$ cat config.mk
export PLATFORM = sky130hd
export DESIGN_NAME = mul_32_seq
export DESIGN_NICKNAME = d
export VERILOG_FILES = /design/src/rtl/mul_32_seq.sv
export SDC_FILE = /design/constraint.sdc
export NUM_CORES = 1
export LEC_CHECK = 0
export BUFFER_PORTS_ARGS = -buffer_cell sky130_fd_sc_hd__buf_2
export CAP_MARGIN = 20
export CELL_PAD_IN_SITES_DETAIL_PLACEMENT = 1
export CELL_PAD_IN_SITES_GLOBAL_PLACEMENT = 2
export CORE_ASPECT_RATIO = 0.6
export CORE_UTILIZATION = 32
export CTS_CLUSTER_DIAMETER = 150
export DETAILED_ROUTE_END_ITERATION = 6
export GPL_ROUTABILITY_DRIVEN = 0
export PLACE_DENSITY_LB_ADDON = 0.3
export SLEW_MARGIN = 20
export SYNTH_ARGS = -nofsm -noshare
export SYNTH_HDL_FRONTEND = slang
export SYNTH_SLANG_ARGS = --single-unit
$ cat constraint.sdc
create_clock -name clock -period 5.8 [get_ports clock]
set_input_delay 1.16 -clock clock [delete_from_list [all_inputs] [get_ports clock]]
set_output_delay 1.16 -clock clock [all_outputs]
set_load 0.005 [all_outputs]
$ cat src/rtl/mul_32_seq.sv
// mul_32_seq: sequential 32x32 signed multiplier using radix-4 Booth recoding.
// One Booth digit is retired per clock, and 16 digits make up a full 64-bit
// product. When start is sampled at edge E0, done pulses and the new product
// is valid in the cycle after edge E16. The block is back in IDLE after E17.
//
// Ports:
//   clock        - single clock, rising-edge active
//   clear        - asynchronous active-high reset
//   start        - begin a multiplication (sampled only while idle)
//   multiplicand - signed operand M
//   multiplier   - signed operand Q
//   busy         - high while an operation is in progress (CALC and DONE)
//   done         - one-cycle pulse, high while a new product is valid
//   product      - registered signed 64-bit result, held between operations
module mul_32_seq (
  input  logic        clock,
  input  logic        clear,
  input  logic        start,
  input  logic [31:0] multiplicand,
  input  logic [31:0] multiplier,
  output logic        busy,
  output logic        done,
  output logic [63:0] product
);

  localparam logic [1:0] IDLE = 2'd0;
  localparam logic [1:0] CALC = 2'd1;
  localparam logic [1:0] DONE = 2'd2;

  logic [1:0]  state;
  logic [31:0] m_reg;
  logic [33:0] acc;
  logic [31:0] q_reg;
  logic        q_prev;
  logic [3:0]  count;

  logic [33:0] m_ext;
  logic [33:0] pp;
  logic [33:0] sum;
  logic [33:0] acc_next;
  logic [31:0] q_next;

  // Booth step. {acc, q_reg} is a shift register. The upper 34 bits hold the
  // running partial sum, and the low bits shift Q out two bits at a time.
  // The adder is 34 bits wide so that +/-2M (up to 2^32 in magnitude) still
  // sign-extends correctly. After the add, the concatenation is shifted
  // arithmetically right by two. Product bits therefore migrate into q_reg,
  // and after 16 steps q_reg holds LO and acc[31:0] holds HI.
  always_comb begin
    m_ext = {{2{m_reg[31]}}, m_reg};
    case ({q_reg[1:0], q_prev})
      3'b001, 3'b010: pp = m_ext;
      3'b011:         pp = m_ext << 1;
      3'b100:         pp = -(m_ext << 1);
      3'b101, 3'b110: pp = -m_ext;
      default:        pp = '0;
    endcase
    sum      = acc + pp;
    acc_next = {{2{sum[33]}}, sum[33:2]};
    q_next   = {sum[1:0], q_reg[31:2]};
  end

  // Control and datapath registers. Operands are captured only on the
  // IDLE->CALC edge, so start or operand changes during busy have no effect.
  // The product register is written only when the last digit retires. As a
  // result, an operation aborted by clear never disturbs it.
  always_ff @(posedge clock or posedge clear) begin
    if (clear) begin
      state   <= IDLE;
      m_reg   <= '0;
      acc     <= '0;
      q_reg   <= '0;
      q_prev  <= 1'b0;
      count   <= '0;
      product <= '0;
    end else begin
      case (state)
        IDLE: begin
          if (start) begin
            m_reg  <= multiplicand;
            q_reg  <= multiplier;
            q_prev <= 1'b0;
            acc    <= '0;
            count  <= '0;
            state  <= CALC;
          end
        end
        CALC: begin
          acc    <= acc_next;
          q_reg  <= q_next;
          q_prev <= q_reg[1];
          count  <= count + 4'd1;
          if (count == 4'd15) begin
            product <= {acc_next[31:0], q_next};
            state   <= DONE;
          end
        end
        DONE: begin
          state <= IDLE;
        end
        default: begin
          state <= IDLE;
        end
      endcase
    end
  end

  assign busy = (state != IDLE);
  assign done = (state == DONE);

endmodule
==> run summary, run 1 <==
Antenna diode count -> 0
Worst flop-to-flop path startpoint -> m_reg[0]
Area enclosed by the die boundary -> 32000 um^2
Resize count post-CTS -> 0
Final routed DRC violation total -> 0
Kind of launch point of the worst setup path -> flop
Post-route cell area -> 11700 um^2
Maximum clock insertion buffer count -> 2
Cts-stage hold buffer count -> 0
Category of the worst setup path capture point -> flop
Cells after synthesis -> 1157
Outcome -> finished, final reports clean
Routed wirelength normalized by instance count -> 19.5 um
Highest cell delay on the worst timing path -> 0.64 ns
Total Wirelength -> 32600 um
Port bufs -> 132
Max-cap violation count -> 0
Transition time at the pin with the least slew margin -> 1.07 ns
Cell with the most instances after synthesis -> sky130_fd_sc_hd__nand2_1
Worst-case register-to-register setup slack -> 0.41 ns
Number of antenna violations at the first check in global routing -> 0
Maximum operating frequency -> 185 MHz
First-pass GRT wire length -> 52500 um
Antenna Violating Nets Remaining -> 0
Die Height -> 139 um
Fraction of registers with async set or reset after synthesis -> 100%
Vias in the first global route -> 8839
Total number of clock tree sinks -> 167
Maximum level of the CTS H-tree -> 4
# fillers -> 3569
Largest family of logic cells by synthesized area -> simple AND/OR/NAND/NOR gates
Proportion of layout cells with a drive suffix above 1 -> 19.5%
Mux cell area share after synthesis -> 4.93%
Area after DPL -> 11100 um^2
Dpl cells -> 1637
Clock buffer count from CTS -> 17
HP Start -> product[0]
Share of the synthesized netlist area taken by xor and xnor gates -> 6.39%
Count of final hold-check violations -> 0
Routed vias/inst -> 5.33
Cells along the critical path -> inv_1 > ha_1 > or4b_1 > or4_1 > or3_1 > xor2_1 > a221oi_1 > a31oi_1 > ha_1 > a21oi_1 > o211ai_1 > o21ba_1 > or3_1 > o311ai_1 > a221oi_1 > xor2_1 > o21ai_0
Final number of max-transition violations -> 0
Post-route insts no fill -> 1669
TritonCTS clock tree -> built
Mean instance size in the synthesized netlist -> 8.65 um^2
Site row count -> 49
Overall fraction of global-route tracks in use -> 21.0%
Grt total ovfl -> 0
Top register by number of flip-flops -> product
Final setup TNS -> 0 ns
Final cycle utilization of the critical path -> 93.0%
Number of storage elements in the synthesis netlist -> 167
Worst setup skew after layout -> 0.00986 ns
Worst hold stages -> 2
Most common library cells after synthesis -> sky130_fd_sc_hd__nand2_1 (201), sky130_fd_sc_hd__dfrtp_1 (167), sky130_fd_sc_hd__o21ai_0 (100), sky130_fd_sc_hd__nor2_1 (94), sky130_fd_sc_hd__clkbuf_1 (72)
Clock latency of the later-clocked register in the worst-skew pair -> 0.45 ns
Startpoint of the worst setup timing path -> m_reg[0]
Worst hold path endpoint -> product[0]
Critical path class -> reg -> reg
Post-CTS Setup Inserts -> 0
Synthesis-to-finish area growth -> 17.1%
Top fanout value on the critical path -> 5
Number of flip-flops in the largest register -> 64
Maximum number of pins on one net before global-route repair -> 113
1st-iter DRT viols -> 714
Std-Cell Core Area -> 30300 um^2
Compound-Gate Fraction of Synth Area -> 18.3%
End of the worst register-to-register path -> acc[24]
Kind of path behind the tightest hold check -> reg -> reg
Effective utilization at floorplan -> 33.0%
Dominant synthesized flop cell -> sky130_fd_sc_hd__dfrtp_1
Drt first pass iters -> 5
Tightest slew margin relative to the limit -> 28.8%
Fraction of synthesized cell area taken by the top area cell type -> 41.8%
WP data arrival -> 5.67 ns
Number of vias after detailed routing -> 8891
Kind of cell with the highest combined delay on the critical path -> simple AND/OR/NAND/NOR gates
DIE WIDTH -> 230 um
Biggest area consumer among synthesized cells -> sky130_fd_sc_hd__dfrtp_1
Sequential element share of the synthesized area -> 41.8%
Post-layout net count -> 1351
Most area-consuming cells after synthesis -> sky130_fd_sc_hd__dfrtp_1 (42%), sky130_fd_sc_hd__nand2_1 (7.5%), sky130_fd_sc_hd__o21ai_0 (5.0%)
Number of buffer and inverter stages on the critical path -> 1
Synthesized Nets -> 1260
Number of distinct standard cells referenced by the synthesized netlist -> 62
Final setup fails -> 0
Setup repair after global routing missed its margin -> false
Top-level port count -> 133
Clock slew at reported path FFs -> 0.07 ns
Post-Syn Area -> 10000 um^2
Synthesis warning total -> 0
Clock tree root driver cell -> sky130_fd_sc_hd__clkbuf_16
Area share of fa/ha/maj cells after synthesis -> 4.58%
Count of cells along the worst register-to-register path -> 17
Minimum period implied by the final worst setup slack -> 5.39 ns
Post-Synth Simple-Gate Area -> 19.9%
Worst path slowest cell -> sky130_fd_sc_hd__o311ai_1
Number of synthesized flops with an enable pin -> 0
Final HPWL DP -> 23600 um
Required arrival time at the worst endpoint -> 6.08 ns
layout by cell type (no fill, tap or decap), drive strengths merged, types with 34 or more instances in the layout:
cell type	count
nand3	48
ha	35
nor2	95
buf	161
mux2	34
xnor2	48
o21ai	101
dfrtp	167
nand2	201
a21oi	52
layout make-up:
cell class,instances,area (um^2),area share (%)
Sequential cell,167,4180,35.6
Clock inverter,14,196,1.68
Clock buffer,18,439,3.75
Multi-Input combinational cell,882,5430,46.3
Inverter,19,76.3,0.651
Timing Repair Buffer,161,891,7.60
Tap cell,408,510,4.35
layer usage:
metal	global-route usage [%]	vias to the layer above	wire [um]
met4	4.18	0	231
met3	4.44	13	1600
met2	26.9	186	12500
met5	0	-	0
li1	-	4268	-
met1	34.7	4424	18300
cell families (layout without fill, tap and decap cells):
group	after synthesis	in the layout
AO/OA/AOI/OAI	294	294
multiplexers	45	45
adder cells (fa/ha/maj)	36	36
AND/OR/NAND/NOR	434	434
XOR/XNOR	73	73
flip-flops	167	167
buffers and inverters	108	212
worst register-to-register path: stages (launching register included):
cell                       delay (ns)
sky130_fd_sc_hd__dfrtp_1         0.42
sky130_fd_sc_hd__inv_1           0.12
sky130_fd_sc_hd__ha_1            0.24
sky130_fd_sc_hd__or4b_1          0.59
sky130_fd_sc_hd__or4_1           0.51
sky130_fd_sc_hd__or3_1           0.35
sky130_fd_sc_hd__xor2_1          0.16
sky130_fd_sc_hd__a221oi_1        0.26
sky130_fd_sc_hd__a31oi_1         0.13
sky130_fd_sc_hd__ha_1            0.38
sky130_fd_sc_hd__a21oi_1         0.12
sky130_fd_sc_hd__o211ai_1        0.17
sky130_fd_sc_hd__o21ba_1         0.16
sky130_fd_sc_hd__or3_1           0.47
sky130_fd_sc_hd__o311ai_1        0.64
sky130_fd_sc_hd__a221oi_1        0.20
sky130_fd_sc_hd__xor2_1          0.19
sky130_fd_sc_hd__o21ai_0         0.10
per-stage QoR:
step	setup slack (ns)	hold slack, ns	util (%)
after floorplan	0.122	0.458	-
after global placement	0.645	0.454	36.5
after CTS	0.439	0.476	38.6
final	0.405	0.472	38.6
after global routing	0.0839	0.498	38.6
after detailed placement	0.460	0.459	36.5
how the worst max path moves through the flow:
stage                          to  slack [ns]  depth (start not counted)
after detailed placement  acc[28]        0.46                         18
after floorplan            acc[0]        0.12                          1
after global routing      acc[24]        0.08                         17
after global placement    acc[28]        0.64                         18
final                     acc[24]        0.41                         17
after CTS                 acc[28]        0.44                         18
Power of run 1 is left out: the tool's default activity adds up to more than one toggle a clock period on the data nets, which glitch-free logic cannot reach.
==> run 2: changes to the inputs <==
Settings changed: CORE_UTILIZATION 32 to 35, RECOVER_POWER set to 50.
Clock period 5.8 ns to 6.16 ns, I/O delays scaled along.
==> run 2 against run 1 <==
Net effect: the run now ends with design-rule violations, max-capacitance violations, max-slew violations left; final cell count down 3.1%; first-iteration DRC count down 15%; sequential share of layout area up 0.83 points; cell area down 2.3%; maximum frequency down 0.82%; critical path type unchanged; critical endpoint is now product[60].
==> run summary, run 2 (synthesized netlist as in run 1, its figures left out) <==
Worst path slowest cell -> sky130_fd_sc_hd__or4_4 (was sky130_fd_sc_hd__o311ai_1)
Die Height -> 133 um (was 139 um)
Count of cells along the worst register-to-register path -> 18 (was 17)
M1 GR Usage -> 39.0% (was 34.7%)
Top register by number of flip-flops -> product (unchanged)
Crit path top cell by count -> sky130_fd_sc_hd__o21ai_0
Commonest cells after routing, fill and taps aside -> sky130_fd_sc_hd__nand2_1 (201), sky130_fd_sc_hd__dfrtp_1 (167), sky130_fd_sc_hd__buf_2 (108) (was sky130_fd_sc_hd__nand2_1 (200), sky130_fd_sc_hd__dfrtp_1 (167), sky130_fd_sc_hd__buf_2 (132))
Drt first pass iters -> 7 (was 5)
Timing endpoint of the critical path -> product[60] (was acc[24])
Worst flop-to-flop path startpoint -> m_reg[8] (was m_reg[0])
Port bufs -> 132 (unchanged)
Resize count post-CTS -> 0 (unchanged)
Kind of launch point of the worst setup path -> flop (unchanged)
Kind of cell with the highest combined delay on the critical path -> compound AO/OA/AOI/OAI gates (was simple AND/OR/NAND/NOR gates)
Grt total ovfl -> 0 (unchanged)
Logic depth of the worst path, buffers included -> 18 (was 17)
Site row count -> 47 (was 49)
Clock tree root driver cell -> sky130_fd_sc_hd__clkbuf_16 (unchanged)
Final setup TNS -> 0 ns (unchanged)
Number of antenna violations at the first check in global routing -> 0 (unchanged)
Total Wirelength -> 32800 um (was 32600 um)
Overall fraction of global-route tracks in use -> 23.5% (was 21.0%)
End of the worst register-to-register path -> product[60] (was acc[24])
Number of vias after detailed routing -> 8926 (was 8891)
Top fanout value on the critical path -> 8 (was 5)
Worst hold stages -> 2 (unchanged)
Number of flip-flops in the largest register -> 64 (unchanged)
Highest cell delay on the worst timing path -> 0.58 ns (was 0.64 ns)
Tightest slew margin relative to the limit -> -138% (was 28.8%)
Count of final hold-check violations -> 0 (unchanged)
Effective utilization at floorplan -> 36.0% (was 33.0%)
Final number of max-transition violations -> 220 (was 0)
Post-layout net count -> 1340 (was 1351)
Cts-stage hold buffer count -> 0 (unchanged)
Layer carrying the most global-route usage -> met1 (unchanged)
Area enclosed by the die boundary -> 29300 um^2 (was 32000 um^2)
Outcome -> finished, violations left (was finished, final reports clean)
Post-CTS Setup Inserts -> 0 (unchanged)
Top-level port count -> 133 (unchanged)
Antenna diode count -> 0 (unchanged)
Total number of clock tree sinks -> 167 (unchanged)
Number of buffer and inverter stages on the critical path -> 0 (was 1)
Routed vias/inst -> 5.52 (was 5.33)
Std-Cell Core Area -> 27800 um^2 (was 30300 um^2)
Maximum level of the CTS H-tree -> 4 (unchanged)
Antenna Violating Nets Remaining -> 0 (unchanged)
Setup repair after global routing missed its margin -> false (unchanged)
Final cycle utilization of the critical path -> 88.3% (was 93.0%)
Met3 track demand over resource -> 5.68% (was 4.44%)
DIE WIDTH -> 220 um (was 230 um)
Startpoint of the worst setup timing path -> m_reg[8] (was m_reg[0])
Kind of path behind the tightest hold check -> reg -> reg (unchanged)
Synthesis-to-finish area growth -> 14.5% (was 17.1%)
Minimum period implied by the final worst setup slack -> 5.44 ns (was 5.39 ns)
Worst setup skew after layout -> 0.0179 ns (was 0.00986 ns)
Maximum operating frequency -> 184 MHz (was 185 MHz)
Maximum number of pins on one net before global-route repair -> 106 (was 113)
Clock buffer count from CTS -> 17 (unchanged)
Final routed DRC violation total -> 7 (was 0)
Category of the worst setup path capture point -> flop (unchanged)
Final HPWL DP -> 23600 um (about the same)
Clock slew at reported path FFs -> 0.07 ns (about the same)
Transition time at the pin with the least slew margin -> 3.57 ns (was 1.07 ns)
TritonCTS clock tree -> built (unchanged)
M2 GR Usage -> 28.9% (was 26.9%)
Required arrival time at the worst endpoint -> 6.46 ns (was 6.08 ns)
Routed wirelength normalized by instance count -> 20.3 um (was 19.5 um)
Proportion of layout cells with a drive suffix above 1 -> 16.5% (was 19.5%)
Final setup fails -> 0 (unchanged)
Cells along the critical path -> or4_4 > nand3b_4 > nor3_1 > nand2b_1 > nor2_1 > nor2_1 > o221ai_1 > o21ai_0 > ha_1 > a221oi_1 > o211ai_1 > a2111oi_0 > or3_1 > o21ai_0 > a21bo_2 > a21oi_1 > xor2_1 > o21ai_0 (was inv_1 > ha_1 > or4b_1 > or4_1 > or3_1 > xor2_1 > a221oi_1 > a31oi_1 > ha_1 > a21oi_1 > o211ai_1 > o21ba_1 > or3_1 > o311ai_1 > a221oi_1 > xor2_1 > o21ai_0)
Violations in the final reports -> design-rule violations, max-capacitance violations, max-slew violations
1st-iter DRT viols -> 610 (was 714)
First-pass GRT wire length -> 52400 um (was 52500 um)
WP data arrival -> 5.74 ns (was 5.67 ns)
Max-cap violation count -> 4 (was 0)
Critical path class -> reg -> reg (unchanged)
Clock latency of the later-clocked register in the worst-skew pair -> 0.46 ns (was 0.45 ns)
Maximum clock insertion buffer count -> 2 (unchanged)
Vias in the first global route -> 8850 (was 8839)
Worst-case register-to-register setup slack -> 0.72 ns (was 0.41 ns)
Most common cell after layout, fill and taps aside -> sky130_fd_sc_hd__nand2_1 (unchanged)
==> run 2: cell types whose count changed in the layout (fill, tap and decap cells not counted), moves of 3 or more <==
cell                        delta
sky130_fd_sc_hd__buf_2        -24
sky130_fd_sc_hd__buf_4        -13
sky130_fd_sc_hd__bufinv_16     -3
sky130_fd_sc_hd__clkbuf_1     +27
==> run 2: cell type report <==
class	instances	area [um^2]
Fill cell	3313	16400
Multi-Input combinational cell	882	5420
Inverter	19	71.3
Clock inverter	12	118
Tap cell	367	459
Sequential cell	167	4180
Clock buffer	20	457
Timing Repair Buffer	150	756
==> run 2: worst min-delay path by stage <==
stage / from / endpoint / slack, ns
floorplan: count[3] / count[3] / 0.46
global route: product[16] / product[16] / 0.50
finish: product[19] / product[19] / 0.47
CTS: product[2] / product[2] / 0.47
detailed placement: product[2] / product[2] / 0.46
global placement: product[19] / product[19] / 0.45
==> run 2: stage by stage <==
step	hold WS [ns]	setup slack, ns	std cells	utilization [%]	instance area, um^2
5_1_grt	0.505	0.225	1617	41.2	11500
4_1_cts	0.473	0.755	1617	41.4	11500
6_report	0.472	0.721	1617	41.2	11500
3_5_place_dp	0.457	0.759	1585	39.3	10900
2_1_floorplan	0.458	0.410	1157	-	10000
3_3_place_gp	0.453	0.765	1585	39.3	10900
==> run 2: tightest hold or removal path, cell delays in order (launching register included) <==
cell and delay, ns:
sky130_fd_sc_hd__dfrtp_1 0.34, sky130_fd_sc_hd__nand2_1 0.05, sky130_fd_sc_hd__nand2_1 0.05
==> run 2: layer usage <==
metal	vias up	wire length [um]
met4	0	328
li1	4236	-
met3	27	2000
met5	-	0
met2	223	12300
met1	4440	18200
Power of run 2 is left out for the same reason.
